<file path="src/rtl/seq_stream_ctrl_pkg.sv">
// Shared types and defaults for the serial pattern-detector feed controller.
package seq_stream_ctrl_pkg;

  typedef enum logic [2:0] {
    StIdle   = 3'd0,
    StClear  = 3'd1,
    StShift  = 3'd2,
    StDrain  = 3'd3,
    StReport = 3'd4
  } state_e;

  localparam int unsigned DefWidth     = 32;
  localparam int unsigned DefBitCycles = 2;
  localparam int unsigned DefDrainBits = 2;
  localparam int unsigned DefCntW      = 6;

  // Counter width that never collapses to zero bits.
  function automatic int unsigned clog2_min1(int unsigned v);
    return (v > 1) ? $clog2(v) : 1;
  endfunction

endpackage

</file>
<file path="src/rtl/seq_bit_timer.sv">
// Bit-period timer: divides each serial bit into BIT_CYCLES clocks and tracks bit position
// across the word and the trailing drain bits.
module seq_bit_timer
  import seq_stream_ctrl_pkg::*;
#(
  parameter int unsigned WIDTH      = DefWidth,
  parameter int unsigned BIT_CYCLES = DefBitCycles,
  parameter int unsigned DRAIN_BITS = DefDrainBits
) (
  input  logic clk,
  input  logic reset,
  input  logic start,
  input  logic run,
  output logic bit_end,
  output logic word_end,
  output logic drain_end
);

  localparam int unsigned TickW = clog2_min1(BIT_CYCLES);
  localparam int unsigned IdxW  = clog2_min1(WIDTH + DRAIN_BITS + 1);

  logic [TickW-1:0] tick_q;
  logic [IdxW-1:0]  bit_idx_q;

  assign bit_end   = run && (tick_q == TickW'(BIT_CYCLES - 1));
  assign word_end  = bit_end && (bit_idx_q == IdxW'(WIDTH - 1));
  assign drain_end = bit_end && (bit_idx_q == IdxW'(WIDTH + DRAIN_BITS - 1));

  // bit_idx keeps counting through the drain bits so one comparator marks each phase end.
  always_ff @(posedge clk or negedge reset) begin
    if (!reset) begin
      tick_q    <= '0;
      bit_idx_q <= '0;
    end else if (start) begin
      tick_q    <= '0;
      bit_idx_q <= '0;
    end else if (run) begin
      if (bit_end) begin
        tick_q    <= '0;
        bit_idx_q <= bit_idx_q + 1'b1;
      end else begin
        tick_q <= tick_q + 1'b1;
      end
    end
  end

endmodule

</file>
<file path="src/rtl/seq_stream_ctrl.sv">
// Feeds a serial pattern detector from a valid/ready word source and reports the number
// of detector flags seen per word.
module seq_stream_ctrl
  import seq_stream_ctrl_pkg::*;
#(
  parameter int unsigned WIDTH         = DefWidth,
  parameter int unsigned BIT_CYCLES    = DefBitCycles,
  parameter int unsigned DRAIN_BITS    = DefDrainBits,
  parameter bit          IDLE_LEVEL    = 1'b0,
  parameter bit          CLEAR_ON_LOAD = 1'b1,
  parameter int unsigned CNT_W         = DefCntW
) (
  input  logic             clk,
  input  logic             reset,
  input  logic             load_valid,
  input  logic [WIDTH-1:0] load_data,
  output logic             load_ready,
  input  logic             abort,
  output logic             det_seq,
  output logic             det_reset,
  input  logic             det_flag,
  output logic             done_valid,
  output logic [CNT_W-1:0] done_count,
  output logic             done_ovf,
  input  logic             done_ready,
  output logic             busy
);

  state_e           state_q, state_d;
  logic [WIDTH-1:0] shreg_q;
  logic [CNT_W-1:0] count_q;
  logic             ovf_q;
  logic             accept, run, bit_end, word_end, drain_end;

  assign accept = (state_q == StIdle) && load_valid;
  assign run    = (state_q == StShift) || (state_q == StDrain);

  seq_bit_timer #(
    .WIDTH      (WIDTH),
    .BIT_CYCLES (BIT_CYCLES),
    .DRAIN_BITS (DRAIN_BITS)
  ) u_timer (
    .clk       (clk),
    .reset     (reset),
    .start     (accept),
    .run       (run),
    .bit_end   (bit_end),
    .word_end  (word_end),
    .drain_end (drain_end)
  );

  always_comb begin
    state_d = state_q;
    unique case (state_q)
      StIdle:   if (load_valid) state_d = StClear;
      StClear:  state_d = StShift;
      StShift:  if (word_end) state_d = (DRAIN_BITS == 0) ? StReport : StDrain;
      StDrain:  if (drain_end) state_d = StReport;
      StReport: if (done_ready) state_d = StIdle;
      default:  state_d = StIdle;
    endcase
    if (abort && (state_q != StIdle)) state_d = StIdle;
  end

  always_ff @(posedge clk or negedge reset) begin
    if (!reset) begin
      state_q <= StIdle;
      shreg_q <= '0;
      count_q <= '0;
      ovf_q   <= 1'b0;
    end else begin
      state_q <= state_d;
      if (accept) begin
        shreg_q <= load_data;
        count_q <= '0;
        ovf_q   <= 1'b0;
      end else if (!abort && bit_end) begin
        if (state_q == StShift) shreg_q <= shreg_q << 1;
        // Saturate rather than wrap; the first lost increment raises ovf.
        if (det_flag) begin
          if (count_q == {CNT_W{1'b1}}) ovf_q <= 1'b1;
          else                          count_q <= count_q + 1'b1;
        end
      end
    end
  end

  assign load_ready = (state_q == StIdle);
  assign busy       = (state_q != StIdle);
  assign done_valid = (state_q == StReport);
  assign done_count = count_q;
  assign done_ovf   = ovf_q;
  assign det_seq    = (state_q == StShift) ? shreg_q[WIDTH-1] : IDLE_LEVEL;
  assign det_reset  = !(CLEAR_ON_LOAD && (state_q == StClear));

endmodule
</file>
<file path="config.mk">
export PLATFORM = sky130hd
export DESIGN_NAME = seq_stream_ctrl
export DESIGN_NICKNAME = d
export VERILOG_FILES = /design/src/rtl/seq_stream_ctrl_pkg.sv /design/src/rtl/seq_bit_timer.sv /design/src/rtl/seq_stream_ctrl.sv
export SDC_FILE = /design/constraint.sdc
export NUM_CORES = 1
export LEC_CHECK = 0
export CORE_MARGIN = 2
export CORE_UTILIZATION = 55
export DETAILED_ROUTE_END_ITERATION = 7
export HOLD_SLACK_MARGIN = 0.1
export PLACE_DENSITY = 0.82
export SLEW_MARGIN = 25
export SYNTH_ARGS = -nofsm -noshare
export SYNTH_HDL_FRONTEND = slang
export SYNTH_SLANG_ARGS = --single-unit
</file>
<file path="constraint.sdc">
create_clock -name clk -period 4.2 [get_ports clk]
set_input_delay 0.63 -clock clk [delete_from_list [all_inputs] [get_ports clk]]
set_output_delay 0.63 -clock clk [all_outputs]
set_load 0.005 [all_outputs]
</file>
==> results of run 1 <==
==> metrics by stage <==
| step | area [sq um] | setup WS (ns) | total power (W) | utilization |
|---|---|---|---|---|
| final | 2990 | 1.800 | 0.001565 | 0.6964 |
| after global routing | 2990 | 1.654 | 0.001692 | 0.6964 |
| after global placement | 2889 | 1.708 | 0.001250 | 0.6728 |
| after floorplan | 2407 | 2.526 | 0.001125 | - |
| after CTS | 2990 | 1.790 | 0.001578 | 0.6964 |
| after detailed placement | 2889 | 1.666 | 0.001277 | 0.6728 |
==> critical path: stages (launching register included) <==
cell,delay [ns]
dfrtp_1,0.48
or3_4,0.43
clkinv_2,0.07
clkdlybuf4s50_1,0.49
==> per-layer routing <==
layer,vias up,track usage,part of all wire
met3,9,0.05483,0.040
met1,877,0.2722,0.46
met2,39,0.3746,0.48
li1,922,-,-
met5,-,0,0
met4,0,0.06410,0.015
==> cell type report <==
type                            count  area (sq um)
Multi-Input combinational cell    157          1017
Tap cell                           52         65.06
Inverter                           19         72.57
Clock buffer                        7         96.34
Clock inverter                      1         5.005
Timing Repair Buffer               52         508.0
Fill cell                         351          1304
Sequential cell                    49          1226
==> report_power, final <==
part | switching [W] | internal, W
clock network | 0.000157 | 0.000149
registers | 0.000113 | 0.000641
logic | 0.000260 | 0.000244
total | 0.000531 | 0.00103
==> Yosys cell counts, types with 2 or more instances <==
| cell | count |
|---|---|
| nand2b_1 | 2 |
| clkbuf_1 | 2 |
| inv_1 | 18 |
| and2_1 | 2 |
| a21oi_1 | 9 |
| ha_1 | 3 |
| dfrtp_1 | 49 |
| xor2_1 | 5 |
| mux2i_1 | 18 |
| a21oi_2 | 10 |
| buf_6 | 3 |
| buf_4 | 2 |
| o211ai_1 | 2 |
| or3_1 | 2 |
| or4_1 | 3 |
| o31ai_1 | 2 |
| o31a_1 | 2 |
| buf_2 | 6 |
| o21ai_0 | 18 |
| a31oi_1 | 2 |
| nand2_1 | 24 |
| nand2_2 | 2 |
| nand3_1 | 3 |
| nor2_1 | 15 |
| nand4_1 | 3 |
| o22ai_1 | 16 |
==> logic make-up (layout without fill, tap and decap cells) <==
kind of cell,count (synthesis),count (layout),share of synthesized area
AOI/OAI and AO/OA,67,67,0.1830
buffers and inverters,33,79,0.06808
adders and majority gates,3,3,0.01559
and+or+nand+nor,63,63,0.1273
DFF,49,49,0.5094
muxes,18,18,0.07484
xor gates and xnor gates,6,6,0.02183
==> sequential cells by signal, indices dropped and copies added, names as in the netlist <==
register,count
u_timer.bit_idx_q,6
done_ovf,1
u_timer.tick_q,1
state_q,3
shreg_q,32
done_count,6
==> layout by cell type (no fill, tap or decap), types with 5 or more instances in the layout <==
master,instances
a21oi_1,9
clkbuf_8,7
o21ai_0,18
a21oi_2,10
o22ai_1,16
nand2_1,24
xor2_1,5
nor2_1,15
dfrtp_1,49
clkdlybuf4s50_1,48
inv_1,18
mux2i_1,18
==> how the worst max path moves through the flow <==
stage / start / slack [ns] / to
4_1_cts: state_q[1]$_DFFE_PN0P_ / 1.79 / load_ready
3_5_place_dp: abort / 1.67 / shreg_q[2]$_DFFE_PN0P_
5_1_grt: state_q[1]$_DFFE_PN0P_ / 1.65 / shreg_q[6]$_DFFE_PN0P_
3_3_place_gp: abort / 1.71 / shreg_q[15]$_DFFE_PN0P_
6_report: state_q[1]$_DFFE_PN0P_ / 1.80 / load_ready
2_1_floorplan: det_flag / 2.53 / done_count[3]$_DFFE_PN0P_
==> metrics, run 1 <==
min Tclk post-route approximately 2.4 ns; hold slack 0.4048 ns; CTS tree done; Synth cell types 42; Inserted Diodes 0; Synth Instances 239; worst path required time 3.57 ns; cts hold-fix bufs 0; final-report max-slew violation count 0; Post-synth EDFFs 0; DR iter-0 viols 117; vias per cell 5.481; DR pass1 iterations 4; share of the synthesized area in the top cell type 0.5094; largest net degree at the start of global routing 50; antenna violations before repair 0; crit path kind reg -> out; Setup crit start kind flip-flop; Avg Cell Area, Syn a little over 10 sq um; asr flop ratio synth 1.000; ANT nets after route 0; first-pass GRT wire length 8514 microns; R2R setup slack 1.90 ns; cell taking the most area after synthesis dfrtp_1; Worst Max-Slew Pin Slew 0.6647 ns; Worst slew margin 0.5559; Setup Skew 0.005544 ns; vias in the first global route 1908; PwrDens 523.4 nW/um^2; maxcap violations 0; #FFs+latches synth 49; Synthesized Nets 280; Finished Layout Cells 337; DIE HEIGHT 70.16 microns; proportion of layout cells with a drive suffix above 1 0.09474; setup TNS 0 ns; area delta synth->final 24.22%; clock latency on the worst-skew pair 0.31 ns; Worst EP arrival between 1.5 and 2 ns; number of synthesis warnings 0; Clock Sinks 49; cts repair resizes 0; r2r worst-path depth 5; full die area 4922 sq um; Final Setup Violations 0; RSZ-0062 raised after global routing no; Ports 50; sequential area share after synthesis 0.5094; H-tree levels 2; predominant post-synthesis flop cell dfrtp_1; Cell Area, Synth 2407 sq um; class of the worst hold path in -> async; routed length per instance 13.74 microns; die width approximately 70 microns; Fin. Hold Viols 0; Routability Congestion 0.7514; Port Buffers 49; fmax 0.4167 GHz; core area 4294 sq um; total gr overflow 0; DRC 0; All-Layer GR Usage 0.2178; Pleak 1.402 nW; top post-synthesis cells by area dfrtp_1, mux2i_1, o22ai_1; setup bufs post-CTS 0; number of CTS-inserted buffers 5; RR Startpoint state_q[2]$_DFFE_PN0P_; reg2reg end shreg_q[2]$_DFFE_PN0P_; Cell Rows 24; vias 1847; starting density of the core 0.5606; crit path capture type output port; Nets between 300 and 400; HPWL after detailed placement ~3300 microns; Root Buffer clkbuf_8; clk buf depth 2; DRT Wirelength 4631 microns; Final period util 0.5713; clock slew at reported path FFs ~0.090 ns; IR drop worst, VDD 0.2851 mV; status completed; CP Max Fanout 9; dpl cells ~330
Note: power is estimated with default switching activity, not from simulation.
==> run 2, diff against run 1 <==
CORE_UTILIZATION = 51   (was 55)
PLACE_DENSITY = 0.77   (was 0.82)
clock period = 2.5 ns   (was 4.2 ns; I/O delays follow)
==> run 2 against run 1 <==
  * Non-clock buffer count up 2
  * Cell count up 0.59%
  * Clock power up 47%
  * Largest power group unchanged
  * Design area up 0.50%
  * Via count up 0.27%
  * Sequential share of layout area down 0.20 points
  * First-iteration DRC count down 48%
  * Clock skew down 0.0029 ns
  * Count of clock-buffer cells in the layout down 2
  * Setup slack worse by 1.4 ns
  * Worst hold slack better by 0.12 ns
  * Global-route usage down 2.2 points
==> metrics, run 2 (synthesis gave the netlist of run 1 again) <==
Final period util 0.8540; crit path kind reg -> out; most common cell after layout, fill and taps aside dfrtp_1; full die area 5286 sq um (+7.4%); starting density of the core 0.5417 (-0.01894); antenna violations before repair 0 (unchanged); crit path capture type output port; Inserted Diodes 0 (unchanged); commonest cells after routing, fill and taps aside dfrtp_1, clkdlybuf4s50_1, nand2_1; Final Power 0.002575 W (+65%); DR iter-0 viols 61 (-48%); vias per cell 5.463 (-0.32%); Routability Congestion 0.8223 (+9.4%); PwrDens 856.9 nW/um^2 (+64%); final-report max-slew violation count 0 (unchanged); Worst Max-Slew Pin Slew 0.6231 ns (-0.04160 ns); Cell Rows 24 (unchanged); R2R setup slack 0.50 ns (-1.40 ns); r2r worst-path depth 4 (-1); Setup Skew 0.002649 ns (-0.002895 ns); routed length per instance 13.65 microns (-0.65%); Reg with most FFs shreg_q; max reg flops 32 (unchanged); DIE HEIGHT 72.71 microns (+3.6%); first-pass GRT wire length 8197 microns (-3.7%); CP max stage cell clkdlybuf4s50_1; CP Launch Point state_q[1]$_DFFE_PN0P_; hold path startpoint shreg_q[19]$_DFFE_PN0P_; clock slew at reported path FFs 0.09 ns (about the same); RSZ-0062 raised after global routing no; cts hold-fix bufs 1 (+1); crit-path cells or3_4 > clkinv_2 > clkdlybuf4s50_1; clock latency on the worst-skew pair 0.29 ns (-0.02 ns); IR drop worst, VDD 0.4095 mV (+44%); hold slack 0.5210 ns (+0.1162 ns); H-tree levels 2 (unchanged); die width 72.71 microns (+3.6%); All-Layer GR Usage 0.1960 (-0.02182); Final Setup Violations 0 (unchanged); hold depth 2; worst path required time 2.12 ns (-1.45 ns); setup TNS 0 ns (unchanged); Fin. Hold Viols 0 (unchanged); cts repair resizes 0 (unchanged); setup bufs post-CTS 0 (unchanged); CP Buf/Inv Count 2 (unchanged); largest net degree at the start of global routing 43 (-14%); clk buf depth 2 (unchanged); core area 4444 sq um (+3.5%); Ports 50 (unchanged); CTS tree done; class of the worst hold path reg -> reg; Root Buffer clkbuf_8; Pleak 1.407 nW (+0.36%); CP max stage delay 0.49 ns (about the same); RR Startpoint state_q[1]$_DFFE_PN0P_; reg2reg end done_count[3]$_DFFE_PN0P_; CP Max Fanout 9 (unchanged); ANT nets after route 0 (unchanged); DRT Wirelength 4628 microns (about the same); min Tclk post-route 2.135 ns; Nets 327 (+0.62%); HPWL after detailed placement 3295 microns (+1.1%); Port Buffers 49 (unchanged); Worst EP arrival 1.76 ns (about the same); proportion of layout cells with a drive suffix above 1 0.09756 (+0.002824); vias in the first global route 1881 (-1.4%); DRC 0 (unchanged); number of CTS-inserted buffers 5 (unchanged); Clock Sinks 49 (unchanged); DR pass1 iterations 4 (unchanged); status completed; Setup crit start kind flip-flop; vias 1852 (+0.27%); crit-path leading delay family buffers and inverters; Endpoint, Worst Hold shreg_q[19]$_DFFE_PN0P_; fmax roughly 0.47 GHz; total gr overflow 0 (unchanged); Worst slew margin 0.5837 (+0.02780); area delta synth->final 24.84%; maxcap violations 0 (unchanged)
-- run 2: changes by cell type in the layout (fill, tap and decap cells not counted) --
cell and change:
dlygate4sd3_1 +1, clkinvlp_4 +1, buf_12 +1, clkbuf_8 -2, clkinv_2 +1
-- run 2: how the worst max path moves through the flow --
stage	end	depth (start not counted)
after floorplan	shreg_q[21]$_DFFE_PN0P_	8
after detailed placement	done_count[3]$_DFFE_PN0P_	5
final	load_ready	3
after CTS	load_ready	3
after global routing	load_ready	3
after global placement	done_count[3]$_DFFE_PN0P_	5
-- run 2: area by class of cell --
type                    instances  area (sq um)
well taps                      52         65.06
clock buffers                   5         68.82
repair buffers                 54         538.0
fillers                       358          1439
inverters                      19         72.57
clock inverters                 3         17.52
multi-input cells             157          1017
flip-flops and latches         49          1226
-- run 2: routing by layer --
layer	global-route usage	up-vias	routed length, microns
met5	0	-	0
met4	0.04321	0	37
met3	0.04972	4	233
met2	0.3374	53	2254
met1	0.2500	868	2103
li1	-	927	-
-- run 2: through the flow --
| stage | worst slack (ns) | cell area [sq um] | util | cells |
|---|---|---|---|---|
| 2_1_floorplan | 0.9181 | 2407 | - | 239 |
| 3_3_place_gp | 0.4624 | 2909 | 0.6546 | 330 |
| 3_5_place_dp | 0.4136 | 2909 | 0.6546 | 330 |
| 4_1_cts | 0.3571 | 3005 | 0.6762 | 339 |
| 5_1_grt | 0.2963 | 3005 | 0.6762 | 339 |
| 6_report | 0.3649 | 3005 | 0.6762 | 339 |
-- run 2: worst min-delay path: cells and delay by family (launching register included) --
family                 cells  cell delay [ns]
flip-flops                 1             0.39
buffers and inverters      1             0.05
AO/OA/AOI/OAI              1             0.05
-- run 2: report_power, final --
part | total (W) | internal (W) | switching (W)
Clock | 0.000451 | 0.000193 | 0.000258
Combinational | 0.000858 | 0.000418 | 0.000440
Sequential | 0.00127 | 0.00108 | 0.000189
Total | 0.00258 | 0.00169 | 0.000887
==> run 3, diff against run 2 <==
REMOVE_ABC_BUFFERS = 1   (was unset)
clock period = 2 ns   (was 2.5 ns; I/O delays follow)
==> run 3 against run 2 <==
  * Global-route usage up 0.86 points
  * Critical path type unchanged
  * Register-to-register slack worse by 0.29 ns
  * Clock power up 58%
  * Critical path depth up 1
  * Highest routed layer unchanged
  * Via count up 3.4%
==> metrics, run 3 (synthesis gave the netlist of run 1 again) <==
status completed; maxcap violations 0 (unchanged); fmax ~0.52 GHz; routed length per instance 13.92 microns (+2.0%); Clock Sinks 49 (unchanged); Final period util 0.9589; Root Buffer clkbuf_8; CP max stage cell clkdlybuf4s50_1; Port Buffers 49 (unchanged); Pleak 1.486 nW (+5.6%); Nets 336 (+2.8%); Inserted Diodes 0 (unchanged); DRT Wirelength 4845 microns (+4.7%); Routability Congestion 0.8149 (-0.90%); vias in the first global route 1916 (+1.9%); clk buf depth 2 (unchanged); CP max stage delay 0.49 ns (about the same); full die area 5286 sq um (unchanged); Ports 50 (unchanged); reg2reg end done_count[3]$_DFFE_PN0P_; Cell Rows 24 (unchanged); Post-DP Area 2972 sq um (+2.2%); IR drop worst, VDD 0.7501 mV (+83%); area delta synth->final 31.19%; largest net degree at the start of global routing 43 (unchanged); ANT nets after route 0 (unchanged); utilization after layout 0.7106 (+0.03435); core area 4444 sq um (unchanged); worst path required time 1.70 ns (-0.42 ns); crit path kind reg -> out; crit-path cells buf_6 > nor2_4 > and2_4 > clkdlybuf4s50_1; Fin. Hold Viols 0 (unchanged); clock latency on the worst-skew pair 0.30 ns (about the same); vias 1915 (+3.4%); max reg flops 32 (unchanged); clock slew at reported path FFs 0.09 ns (about the same); Worst EP arrival 1.62 ns (-0.14 ns); CTS tree done; first-pass GRT wire length 8480 microns (+3.5%); HPWL after detailed placement 3226 microns (-2.1%); antenna violations before repair 0 (unchanged); H-tree levels 2 (unchanged); proportion of layout cells with a drive suffix above 1 0.1453 (+0.04771); min Tclk post-route 1.918 ns; DIE HEIGHT 72.71 microns (unchanged); FF+latch area 1229 sq um (+0.20%); Worst Max-Slew Pin Slew 0.4980 ns (-0.1250 ns); commonest cells after routing, fill and taps aside dfrtp_1, clkdlybuf4s50_1, nand2_1; number of CTS-inserted buffers 5 (unchanged); DR iter-0 viols 177 (+190%); All-Layer GR Usage 0.2046 (+0.008589); Worst slew margin 0.6645 (+0.08078); vias per cell 5.503 (+0.73%); R2R setup slack 0.21 ns (-0.29 ns); RR Startpoint state_q[2]$_DFFE_PN0P_; class of the worst hold path in -> async; footprint of the multi-input gates 1040 sq um (+2.2%); crit-path leading delay family buffers and inverters; Final Setup Violations 0 (unchanged); die width 72.71 microns (unchanged); r2r worst-path depth 4 (unchanged); final-report max-slew violation count 0 (unchanged); CP Buf/Inv Count 2 (unchanged); Post-Layout Inst Area 3158 sq um (+5.1%); starting density of the core 0.5417 (unchanged); Setup crit start kind flip-flop; Reg with most FFs shreg_q; CP Launch Point state_q[1]$_DFFE_PN0P_; crit path capture type output port; total gr overflow 0 (unchanged); PwrDens 1119 nW/um^2 (+31%); fillers 366 (+2.2%); DR pass1 iterations 4 (unchanged); CP Max Fanout 6 (-3); DRC 0 (unchanged); Setup Skew 0.007560 ns (+0.004911 ns)
==> run 3: final cells by class <==
type,count,area share
clock buffer,5,0.02179
multi-input combinational,157,0.3292
sequential,49,0.3891
tap,52,0.02060
clock inverter,3,0.01466
inverter,19,0.02298
timing repair buffer,63,0.2017
==> run 3: per-stage QoR <==
step / setup TNS, ns / total power (W) / std cells / setup WS (ns) / hold slack (ns)
after floorplan: -5.612 / 0.002275 / 225 / -0.2717 / 0.004409
after global placement: 0 / 0.002715 / 335 / 0.1533 / 0.2490
after detailed placement: 0 / 0.002749 / 335 / 0.08463 / 0.2472
after CTS: 0 / 0.003487 / 345 / 0.005619 / 0.4573
after global routing: -0.005669 / 0.003810 / 348 / -0.005669 / 0.4862
final: 0 / 0.003534 / 348 / 0.08215 / 0.4709
==> run 3: report_power, final <==
part | leakage (nW) | total [W] | switching [W] | internal (W)
Clock | 0.0543 | 0.000711 | 0.000336 | 0.000374
Combinational | 0.831 | 0.00126 | 0.000616 | 0.000641
Sequential | 0.601 | 0.00157 | 0.000218 | 0.00135
Total | 1.49 | 0.00353 | 0.00117 | 0.00236
==> run 3: repair_timing <==
action / in CTS / in global routing
hold buffers: 1 / 0
resized for setup: 1 / 8
endpoints found under the hold margin: 16 / 0
setup buffers: 1 / 3
setup endpoints to repair: 2 / 3
==> run 3: worst max-delay path by stage <==
stage / to / slack, ns / cells past startpoint
floorplan: shreg_q[0]$_DFFE_PN0P_ / -0.27 / 5
global placement: done_count[3]$_DFFE_PN0P_ / 0.15 / 5
detailed placement: done_count[3]$_DFFE_PN0P_ / 0.08 / 5
CTS: done_valid / 0.006 / 4
global route: done_valid / -0.006 / 4
finish: done_valid / 0.08 / 4
==> run 3: per-layer routing <==
layer | global-route usage | routed length (microns) | part of all wire
met1 | 0.2714 | 2185 | 0.45
met2 | 0.3364 | 2375 | 0.49
met3 | 0.03453 | 229 | 0.047
met4 | 0.08025 | 55 | 0.011
met5 | 0 | 0 | 0
